`config.mk`:
```
export PLATFORM = sky130hd
export DESIGN_NAME = alu_serial_ctrl
export DESIGN_NICKNAME = d
export VERILOG_FILES = /design/src/rtl/alu_serial_ctrl.sv
export SDC_FILE = /design/constraint.sdc
export NUM_CORES = 1
export LEC_CHECK = 0
export CELL_PAD_IN_SITES_DETAIL_PLACEMENT = 0
export CELL_PAD_IN_SITES_GLOBAL_PLACEMENT = 1
export CORE_MARGIN = 5
export CORE_UTILIZATION = 39
export DETAILED_ROUTE_END_ITERATION = 6
export GPL_TIMING_DRIVEN = 0
export PLACE_DENSITY = 0.85
export SYNTH_ARGS = -nofsm -noshare
export SYNTH_HDL_FRONTEND = slang
export SYNTH_SLANG_ARGS = --single-unit
```
`constraint.sdc`:
```
create_clock -name clk -period 2.8 [get_ports clk]
set_clock_uncertainty 0.1 [all_clocks]
set_input_delay 0.84 -clock clk [delete_from_list [all_inputs] [get_ports clk]]
set_output_delay 0.84 -clock clk [all_outputs]
set_load 0.02 [all_outputs]
```
`src/rtl/alu_serial_ctrl.sv`:
```
// Bit-serial ALU controller: feeds operands LSB-first to an external 1-bit ALU slice and assembles the result.
// Optional zero-result flag output enabled by defining ALU_SERIAL_ZERO_FLAG_EN.
module alu_serial_ctrl #(
    parameter int unsigned WIDTH = 32
) (
    input  logic             clk,
    input  logic             rst_n,
    input  logic             start,
    input  logic [2:0]       op,
    input  logic [WIDTH-1:0] a,
    input  logic [WIDTH-1:0] b,
    output logic             busy,
    output logic             done,
    output logic [WIDTH-1:0] result,
    output logic             cout,
    output logic             ovf,
`ifdef ALU_SERIAL_ZERO_FLAG_EN
    output logic             zero,
`endif
    output logic             slice_a,
    output logic             slice_b,
    output logic             slice_cin,
    output logic [3:0]       slice_op,
    input  logic             slice_sum,
    input  logic             slice_cout
);

    localparam int unsigned CW = (WIDTH > 1) ? $clog2(WIDTH) : 1;

    localparam logic [2:0] OP_AND = 3'b000;
    localparam logic [2:0] OP_OR  = 3'b001;
    localparam logic [2:0] OP_ADD = 3'b010;
    localparam logic [2:0] OP_XOR = 3'b100;
    localparam logic [2:0] OP_SUB = 3'b110;
    localparam logic [2:0] OP_SLT = 3'b111;

    typedef enum logic [1:0] {
        S_IDLE  = 2'd0,
        S_SHIFT = 2'd1,
        S_FIN   = 2'd2,
        S_DONE  = 2'd3
    } state_t;

    state_t           r_state;
    logic [WIDTH-1:0] r_a_sh;
    logic [WIDTH-1:0] r_b_sh;
    logic [WIDTH-1:0] r_result;
    logic [2:0]       r_op_q;
    logic [CW-1:0]    r_cnt;
    logic             r_carry_q;
    logic             r_busy;
    logic             r_done;
    logic             r_cout;
    logic             r_ovf;
    logic             r_zero;

    logic             w_op_legal;
    logic             w_arith;
    logic             w_last;

    // Reserved opcodes are latched as AND so the slice always sees a defined operation.
    always_comb begin
        w_op_legal = 1'b0;
        case (op)
            OP_AND, OP_OR, OP_ADD, OP_XOR, OP_SUB, OP_SLT: w_op_legal = 1'b1;
            default:                                      w_op_legal = 1'b0;
        endcase
    end

    assign w_arith = (r_op_q == OP_ADD) || (r_op_q == OP_SUB) || (r_op_q == OP_SLT);
    assign w_last  = (r_cnt == CW'(WIDTH - 1));

    always_ff @(posedge clk or negedge rst_n) begin
        if (!rst_n) begin
            r_state   <= S_IDLE;
            r_a_sh    <= '0;
            r_b_sh    <= '0;
            r_result  <= '0;
            r_op_q    <= '0;
            r_cnt     <= '0;
            r_carry_q <= 1'b0;
            r_busy    <= 1'b0;
            r_done    <= 1'b0;
            r_cout    <= 1'b0;
            r_ovf     <= 1'b0;
            r_zero    <= 1'b0;
        end else begin
            r_done <= 1'b0;
            case (r_state)
                // busy still high here means this is the done cycle; starts are ignored.
                S_IDLE: begin
                    if (r_busy) begin
                        r_busy <= 1'b0;
                    end else if (start) begin
                        r_busy    <= 1'b1;
                        r_a_sh    <= a;
                        r_b_sh    <= b;
                        r_op_q    <= w_op_legal ? op : OP_AND;
                        r_cnt     <= '0;
                        r_carry_q <= (op == OP_SUB) || (op == OP_SLT);
                        r_cout    <= 1'b0;
                        r_ovf     <= 1'b0;
                        r_zero    <= 1'b0;
                        r_state   <= S_SHIFT;
                    end
                end
                // Operands drain to zero, so slice_a/slice_b fall to 0 once shifting ends.
                S_SHIFT: begin
                    r_result <= {slice_sum, r_result[WIDTH-1:1]};
                    r_a_sh   <= r_a_sh >> 1;
                    r_b_sh   <= r_b_sh >> 1;
                    if (w_last) begin
                        r_carry_q <= 1'b0;
                        r_cout    <= w_arith & slice_cout;
                        r_ovf     <= w_arith & (r_carry_q ^ slice_cout);
                        r_state   <= (r_op_q == OP_SLT) ? S_FIN : S_DONE;
                    end else begin
                        r_carry_q <= slice_cout;
                        r_cnt     <= r_cnt + CW'(1);
                    end
                end
                S_FIN: begin
                    r_result <= {{(WIDTH-1){1'b0}}, r_result[WIDTH-1] ^ r_ovf};
                    r_state  <= S_DONE;
                end
                S_DONE: begin
                    r_done  <= 1'b1;
                    r_zero  <= (r_result == '0);
                    r_state <= S_IDLE;
                end
                default: r_state <= S_IDLE;
            endcase
        end
    end

    assign busy      = r_busy;
    assign done      = r_done;
    assign result    = r_result;
    assign cout      = r_cout;
    assign ovf       = r_ovf;
    assign slice_a   = r_a_sh[0];
    assign slice_b   = r_b_sh[0];
    assign slice_cin = r_carry_q;
    assign slice_op  = {1'b0, r_op_q};

`ifdef ALU_SERIAL_ZERO_FLAG_EN
    assign zero = r_zero;
`else
    logic w_zero_unused;
    assign w_zero_unused = r_zero;
`endif

endmodule

```
# Word level (Yosys, flattened, before mapping)
# Cells that the tools add are included.
[word_totals]
in_bits = 72
output_inout_bits = 43
ff_bits = 111
word_cells = 77
[op_classes]
n_eq_ne = 16
mux = 31
add_sub_neg = 1
reduce_logical = 13
bitwise = 5
[op_table]
columns = ["op", "n"]
rows = [
  ["$pmux 32 s2", 3],
  ["$mux 32", 4],
  ["$eq 3x3->1 const B", 5],
  ["$mux 5", 3],
  ["$mux 1", 12],
  ["$pmux 5 s2", 1],
  ["$reduce_and 3->1", 3],
  ["$ne 2x2->1 const B", 4],
  ["$pmux 2 s4", 1],
  ["$reduce_and 4->1", 2],
  ["$eq 3x2->1 const B", 2],
  ["$mux 2", 3],
  ["$pmux 1 s2", 3],
  ["$reduce_or 6->1", 1],
  ["$add 5x1->5 const B", 1],
  ["$eq 5x5->1 const B", 1],
  ["$eq 2x2->1 const B", 2],
  ["$reduce_bool 2->1", 2],
  ["$eq 3x1->1 const B", 1],
  ["$logic_not 3->1", 1],
  ["$logic_or 1x1->1", 3],
  ["$mux 3", 1],
  ["$and 1x1->1", 2],
  ["$eq 2x1->1 const B", 1],
  ["other kinds (3)", 4],
]

# Depth between registers and ports, before layout
# Gate-level depths: netlist of the first run.
[depth]
depth_word = 6
ltp_mapped = 9
ltp_nobuf = 7

# Worst setup path before layout of the first run
# Ideal clock, no wire load.
[synth_path]
path_type = "register to register"
start = "register r_cnt[0]"
end = "register r_cnt[3]"
period_less_slack_ns = 1.977
setup_slack_ns = 0.823
path_buffers = 0
stages_incl_launch_ff = 8
required_ns = 2.623
arrival_ns = 1.800
setup_time_ns = 0.077
cell_sequence = "dfrtp_1 ha_1 and3_1 ha_1 and2b_1 o2bb2ai_2 or3_1 a21oi_1"
[synth_between]
elab_chain_len = 3
elab_cells_between_ends = 6
cone_classes = "add/sub (1); eq/ne (2); mux (2); reduce/logical (1)"
[synth_lines]
columns = ["element", "line", "rtl"]
rows = [
  ["start: declaration", "49", "logic [CW-1:0] r_cnt;"],
  ["start signal: assignment", "119", "r_cnt <= r_cnt + CW'(1);"],
  ["$add 5x1->5 / $eq 5x5->1 (equally long branches)", "119, 71", ""],
  ["$mux 5 / $ne 2x2->1 (equally long branches)", "-", ""],
  ["$pmux 5 s2 / $reduce_and 4->1 (equally long branches)", "-", ""],
]
# Several ways; a longest one is shown, not always the timed one. The select of a mux whose other input is x is not followed.
# A chain may end at the register's enable or synchronous reset.

# Final worst setup path of the first run
[layout_path]
start = "register r_result[31] (netlist: result[31])"
end = "output port result[31]"
[layout_lines]
columns = ["element", "line", "rtl"]
rows = [
  ["start: declaration", "47", "logic [WIDTH-1:0] r_result;"],
  ["start signal: assignment", "109", "r_result <= {slice_sum, r_result[WIDTH-1:1]};"],
  ["start signal: assignment", "123", "r_result <= {{(WIDTH-1){1'b0}}, r_result[WIDTH-1] ^ r_ovf};"],
  ["end: declaration", "14", "output logic [WIDTH-1:0] result,"],
]
# No word-level cell between the ends.

==> out/results.txt, run 1 <==
Post-Synth Simple-Gate Area - 11.3%
Final Cycle Share - 84.2%
H-tree depth - 3
Most common cell after layout, fill and taps aside - clkdlybuf4s50_1
Crit. path cell count - 1
Synth Area in Compound Gates - 13.1%
Final instance area - 0.00679 mm^2
Largest net degree at the start of global routing - 58
Prevailing post-synth register cell - dfrtp_1
Postcts setup bufs - 0
Final hold slack - 0.388 ns
Final WL - 12200 um
Net switching power - 3.01 mW
Pwr/cell area - 1110 mW/mm^2
Kind of critical path - flop to output pin
Worst Setup EP - result[31]
Buf/Inv on CP - 1
Endpoints failing setup - 0
Ys async rst share - 100%
Site Rows - 41
CTS clk-pin slew, worst paths - 0.07 ns
Avg Inst Size Synth - 10.4 um^2
DR WL/cell - 15.3 um
LEAKAGE - 2.93 nW
Clock buffer depth - 2
Vias - 3911
Most frequent cells in the layout - clkdlybuf4s50_1 (112), dfrtp_1 (111), o21ai_0 (102), nand2_1 (67), mux2i_1 (62)
First-pass DRT Iterations - 4
Post-Place Setup Slack - 0.233 ns
Final slew viol count - 0
Synth top area share - 54.6%
Hold-fix buffer count after cts - 0
DRT iter0 DRCs - 218
Fin cells - 793
Synth cell types - 37
CTS buffer count - 9
Status - finished clean
Worst VDD drop - 0.685 mV
Placed Instances - 777
Placer Congestion - 0.743
Minimum clock period - 2.36 ns
Number of synthesized flops with an enable pin - 0
DRC - 0
Sequential share of power - 36.1%
Largest family of logic cells by synthesized area - compound AO/OA/AOI/OAI gates
Initial antenna violation count - 1
Syn Nets - 569
Family with the most delay on the worst path - buffers and inverters
Nets@finish - 694
Die area - 0.0154 mm^2
Crit path capture type - output pin
Remaining global-route overflow - 0
Area share of fa/ha/maj cells after synthesis - 1.47%
Vias in the first global route - 4084
Post-DRT Antenna Nets - 0
N_diodes - 0
Root Buffer - clkbuf_16
Max Cap Violations - 0
Clk network pwr share - 18.3%
Int Pwr - 4.55 mW
Synth-to-layout area growth - 33.3%
Die Y - 124 um
Worst Setup SP - result[31]$_DFFE_PN0P_
Worst path cell trace - clkdlybuf4s50_1
Post-synthesis cell area - 0.00509 mm^2
Io pins - 115
Die Wd - 124 um
CTS sink cnt - 111
Worst slew pin tran - 0.750 ns
Final worst slack - 0.441 ns
Mux cell area share after synthesis - 12.6%
R2r setup slk - 0.63 ns
WP data arrival - 1.42 ns
PortBufs - 113
Placed cell area - 0.00646 mm^2
R2R depth - 7
Starting density of the core - 40.0%
Core area - 0.0127 mm^2
Unrepaired setup endpoints after global routing - no
Top cells by area, synth - dfrtp_1 (55%), mux2i_1 (12%), o21ai_0 (10%)
Worst hold path class - flop to flop
Peak Freq - 424 MHz
Yosys warns - 0
Worst r2r src - r_cnt[0]$_DFFE_PN0P_
Dominant cell type by area after synthesis - dfrtp_1
DP HPWL - 8660 um
CP Max Fanout - 4
Synth Area in XOR/XNOR - 0.516%
Gates resized, CTS repair - 0
Clock latency on the worst-skew pair - 0.35 ns
Slew headroom - 50.0%
Synth Register Bits - 111
CTS tree - built
Synth Instances - 491
Sw Share - 39.8%
First-pass GRT wire length - 20500 um
CP max stage cell - clkdlybuf4s50_1
CP Launch Type - flop
Worst r2r dst - r_cnt[3]$_DFFE_PN0P_
Tot Pwr - 7.55 mW
Via/cell ratio - 4.93
Total Routing Usage GR - 15.8%
CP required - 1.86 ns
Largest stage delay, worst path - 0.64 ns
Final hold violations - 0
Layout cells sized above 1 - 7.09%
Combinational share of power - 45.6%
Sequential cell area fraction in the yosys report - 54.6%
==> state kept, by name, summed over array words and instances, names as in the netlist <==
signal     count
cout           1
busy           1
r_b_sh        32
r_state        2
done           1
ovf            1
r_op_q         3
result        32
slice_cin      1
r_a_sh        32
r_cnt          5
==> Yosys cell counts (all sizes together) (3+ instances only) <==
cell type and count:
o21ai 103, nand2 67, ha 6, dfrtp 111, mux2i 62, nand3b 32
a21oi 6, inv 39, buf 22, nor2 3, clkbuf 12, nand3 3
a22o 4
==> power by group through the flow <==
stage          combinational (mW)  clock [mW]  sequential (mW)
2_1_floorplan                2.10           0             2.89
3_3_place_gp                 3.39           0             2.71
3_5_place_dp                 3.48           0             2.75
4_1_cts                      3.50        1.42             2.73
5_1_grt                      3.86        1.48             2.81
6_report                     3.44        1.39             2.73
==> stage by stage <==
stage	setup TNS [ns]	util (%)
after floorplan	0	-
after global placement	-389.84	50.6
after detailed placement	0	50.8
after CTS	0	53.3
after global routing	0	53.3
final	0	53.3
==> routing by layer <==
layer / vias up / track usage [%] / wire [um]
met5: - / 0 / 13
met4: 2 / 5.03 / 198
met3: 20 / 4.55 / 624
met2: 93 / 25.9 / 5780
met1: 1882 / 20.3 / 5550
li1: 1914 / - / -
==> cell families after synthesis <==
logic type / after synthesis
simple gates: 112
buf+inv: 73
fa+ha+maj: 6
compound gates: 121
mux: 64
flops: 111
xor+xnor: 3
other cells: 1
==> final cells by class <==
type / instances / area (um^2)
fill: 1189 / 5940
sequential: 111 / 2780
buffer: 34 / 173
clock inverter: 7 / 97.6
clock buffer: 9 / 225
multi-input combinational: 307 / 1990
inverter: 39 / 146
timing repair buffer: 114 / 1160
tap: 172 / 215
==> worst min path at each step <==
stage / startpoint / to / slack [ns] / cells after the start
final: r_b_sh[24]$_DFFE_PN0P_ / r_b_sh[24]$_DFFE_PN0P_ / 0.39 / 2
after global routing: r_b_sh[7]$_DFFE_PN0P_ / r_b_sh[7]$_DFFE_PN0P_ / 0.41 / 2
after CTS: r_b_sh[9]$_DFFE_PN0P_ / r_b_sh[9]$_DFFE_PN0P_ / 0.39 / 2
after detailed placement: r_b_sh[9]$_DFFE_PN0P_ / r_b_sh[9]$_DFFE_PN0P_ / 0.37 / 2
after global placement: r_b_sh[27]$_DFFE_PN0P_ / r_b_sh[27]$_DFFE_PN0P_ / 0.36 / 2
after floorplan: r_a_sh[10]$_DFFE_PN0P_ / r_a_sh[10]$_DFFE_PN0P_ / 0.35 / 2
(Power assumes the default switching activity.)
==> run 2, diff against run 1 <==
- CORE_UTILIZATION: 39 -> 35
- PLACE_DENSITY: 0.85 -> 0.81
- clock period: 2.8 -> 1.9 ns (I/O delays scaled with it)
==> run 2 against run 1 <==
  * The flow now finishes with violations (setup timing)
  * Routed wire length up 4.5%
  * Clock power is 51% higher
  * Utilization is 3.8 points lower
  * Final cell count increased by 3.8%
  * Die area rose by 10%
  * Power is 59% higher
  * Critical path depth grew 4
  * First-iteration DRC count up 8.7%
  * Clock-buffer cell count increased by 3
  * Final area rose by 5.3%
  * Register-to-register slack lost 0.63 ns
  * Critical path type is now input pin to flop
  * Largest cell class unchanged
  * Largest power group unchanged
  * Highest routed layer is now met4
==> out/results.txt, run 2 (synthesis gave the netlist of run 1 again) <==
CP Launch Type - input pin (was flop)
Most frequent cells in the layout - dfrtp_1 (111), o21ai_0 (96), clkdlybuf4s50_1 (70), nand2_1 (67), mux2i_1 (62) (was clkdlybuf4s50_1 (112), dfrtp_1 (111), o21ai_0 (102), nand2_1 (67), mux2i_1 (62))
DP HPWL - 8640 um (was 8660 um)
Endpoints failing setup - 1 (was 0)
Setup_tns - -0.00884 ns (was 0 ns)
Final slew viol count - 0 (unchanged)
Net switching power - 4.70 mW (was 3.01 mW)
Unrepaired setup endpoints after global routing - yes (was no)
Clock latency on the worst-skew pair - 0.35 ns (about the same)
First-pass DRT Iterations - 4 (unchanged)
Buf/Inv on CP - 1 (unchanged)
Largest net degree at the start of global routing - 59 (was 58)
Worst VDD drop - 0.705 mV (was 0.685 mV)
Crit path capture type - flop (was output pin)
Worst slew pin tran - 0.772 ns (was 0.750 ns)
Largest stage delay, worst path - 0.52 ns (was 0.64 ns)
Kind of critical path - input pin to flop (was flop to output pin)
Wl on met1 - 5740 um (was 5550 um)
Final WL - 12700 um (was 12200 um)
Pwr/cell area - 1680 mW/mm^2 (was 1110 mW/mm^2)
Max Cap Violations - 0 (unchanged)
Failing checks - setup timing
Final hold violations - 0 (unchanged)
Post-DRT Antenna Nets - 0 (unchanged)
Vias in the first global route - 4102 (was 4084)
Met3 WL - 783 um (was 624 um)
Most common cell after layout, fill and taps aside - dfrtp_1 (was clkdlybuf4s50_1)
DRC - 0 (unchanged)
Slew headroom - 48.5% (was 50.0%)
Fillers - 1351 (was 1189)
Int Pwr - 7.32 mW (was 4.55 mW)
Initial antenna violation count - 0 (was 1)
Io pins - 115 (unchanged)
Routed met2 length - 6010 um (was 5780 um)
DRT iter0 DRCs - 237 (was 218)
CP required - 2.08 ns (was 1.86 ns)
CTS tree - built (unchanged)
Nets@finish - 712 (was 694)
H-tree depth - 3 (unchanged)
Highest routed layer - met4 (was met5)
Final Cycle Share - 100%
CP max stage cell - clkdlybuf4s50_1 (unchanged)
First-pass GRT wire length - 20300 um (was 20500 um)
Tot Pwr - 12.0 mW (was 7.55 mW)
Core area - 0.0144 mm^2 (was 0.0127 mm^2)
Site Rows - 44 (was 41)
Root Buffer - clkbuf_16 (unchanged)
Via/cell ratio - 4.82 (was 4.93)
Final worst slack - -0.00884 ns (was 0.441 ns)
PortBufs - 113 (unchanged)
Worst path cell trace - clkdlybuf4s50_1 > or2b_1 > o2bb2ai_4 > or3_1 > a21oi_2 (was clkdlybuf4s50_1)
N_diodes - 0 (unchanged)
Clock buffer depth - 2 (unchanged)
CP Max Fanout - 5 (was 4)
CTS clk-pin slew, worst paths - 0.07 ns (about the same)
Peak Freq - 524 MHz
DR WL/cell - 15.4 um (was 15.3 um)
Remaining global-route overflow - 0 (unchanged)
Starting density of the core - 35.3% (was 40.0%)
Placer Congestion - 0.726 (was 0.743)
Minimum clock period - 1.91 ns
Worst hold path class - input pin to asynchronous set/reset pin (was flop to flop)
Clk network pwr share - 17.5% (was 18.3%)
Status - finished with violations (was finished clean)
Vias - 3968 (was 3911)
Die Y - 131 um (was 124 um)
Hold-fix buffer count after cts - 0 (unchanged)
LEAKAGE - 3.28 nW (was 2.93 nW)
CTS buffer count - 9 (unchanged)
Die area - 0.0171 mm^2 (was 0.0154 mm^2)
Total Routing Usage GR - 15.0% (was 15.8%)
CTS sink cnt - 111 (unchanged)
Die Wd - 131 um (was 124 um)
Family with the most delay on the worst path - simple AND/OR/NAND/NOR gates (was buffers and inverters)
Sequential share of power - 33.2% (was 36.1%)
WP data arrival - 2.09 ns (was 1.42 ns)
Layout cells sized above 1 - 13.3% (was 7.09%)
Sw Share - 39.1% (was 39.8%)
Combinational share of power - 49.3% (was 45.6%)
Synth-to-layout area growth - 40.3% (was 33.3%)
==> run 2: cell count changes in the layout (fill, tap and decap cells not counted), moves of 4 or more <==
cell             previous run  this run
buf_8                       0         4
o21ai_1                     1         6
o21ai_0                   102        96
clkbuf_1                   11         7
buf_4                       4        23
dlygate4sd2_1               0        42
buf_6                       2         9
clkdlybuf4s50_1           112        70
buf_2                      14         2
==> run 2: per-stage QoR <==
stage / worst slack [ns] / hold slack [ns] / utilization, % / instances / cell area [um^2]
after CTS: 0.0100 / 0.208 / 48.3 / 820 / 6960
after global routing: -0.0636 / 0.252 / 49.5 / 823 / 7140
after detailed placement: -0.407 / 0.370 / 45.0 / 789 / 6490
after global placement: -4.12 / 0.362 / 44.8 / 788 / 6470
final: -0.00884 / 0.177 / 49.5 / 823 / 7140
after floorplan: 0.0108 / 0.174 / - / 491 / 5110
==> run 2: final timing paths <==
path,from,to,slack [ns],cells after the start
min in group clk,r_a_sh[28]$_DFFE_PN0P_,r_a_sh[28]$_DFFE_PN0P_,0.38,2
worst min register to register,r_a_sh[28]$_DFFE_PN0P_,r_a_sh[28]$_DFFE_PN0P_,0.38,2
worst max-delay path,start,r_cnt[2]$_DFFE_PN0P_,-0.009,5
worst max register to register,r_cnt[0]$_DFFE_PN0P_,r_cnt[2]$_DFFE_PN0P_,0,7
worst min-delay path,rst_n,result[16]$_DFFE_PN0P_,0.18,1
max in group asynchronous,rst_n,r_b_sh[22]$_DFFE_PN0P_,0.79,2
==> run 2: final cells by class <==
class	instances	area [um^2]	share of cell area, %
Multi-Input combinational cell	307	2090	29.2
Tap cell	184	230	3.22
Sequential cell	111	2780	38.9
Buffer	33	285	3.99
Timing Repair Buffer	133	1290	18.1
Clock inverter	4	77.6	1.09
Clock buffer	12	246	3.45
Inverter	39	146	2.05
==> run 2: what timing repair did <==
action | in CTS | in global routing
buffers inserted | 13 | 2
setup endpoints to repair | 143 | 88
pin swaps | 5 | 7
resized for setup | 72 | 50
cloned | 2 | 2
==> run 2: worst reg2reg max path, stage by stage (launching register included) <==
cell and delay [ns]:
dfrtp_1 0.38, ha_2 0.19, and3_4 0.18, ha_4 0.14, and2b_2 0.26, o2bb2ai_4 0.09
or3_1 0.37, a21oi_2 0.12
==> run 2: power groups by stage <==
| stage | Clock [mW] | Combinational [mW] | Sequential (mW) |
|---|---|---|---|
| 3_5_place_dp | 0 | 5.19 | 4.05 |
| 4_1_cts | 2.14 | 5.54 | 3.98 |
| 6_report | 2.10 | 5.93 | 3.99 |
| 3_3_place_gp | 0 | 5.03 | 4.00 |
| 5_1_grt | 2.23 | 6.61 | 4.13 |
| 2_1_floorplan | 0 | 3.13 | 4.25 |
==> run 2: routing by layer <==
| layer | up-vias | GRT usage [%] |
|---|---|---|
| met1 | 1929 | 20.0 |
| met5 | - | 0 |
| met3 | 14 | 4.35 |
| li1 | 1945 | - |
| met2 | 80 | 23.4 |
| met4 | 0 | 5.38 |
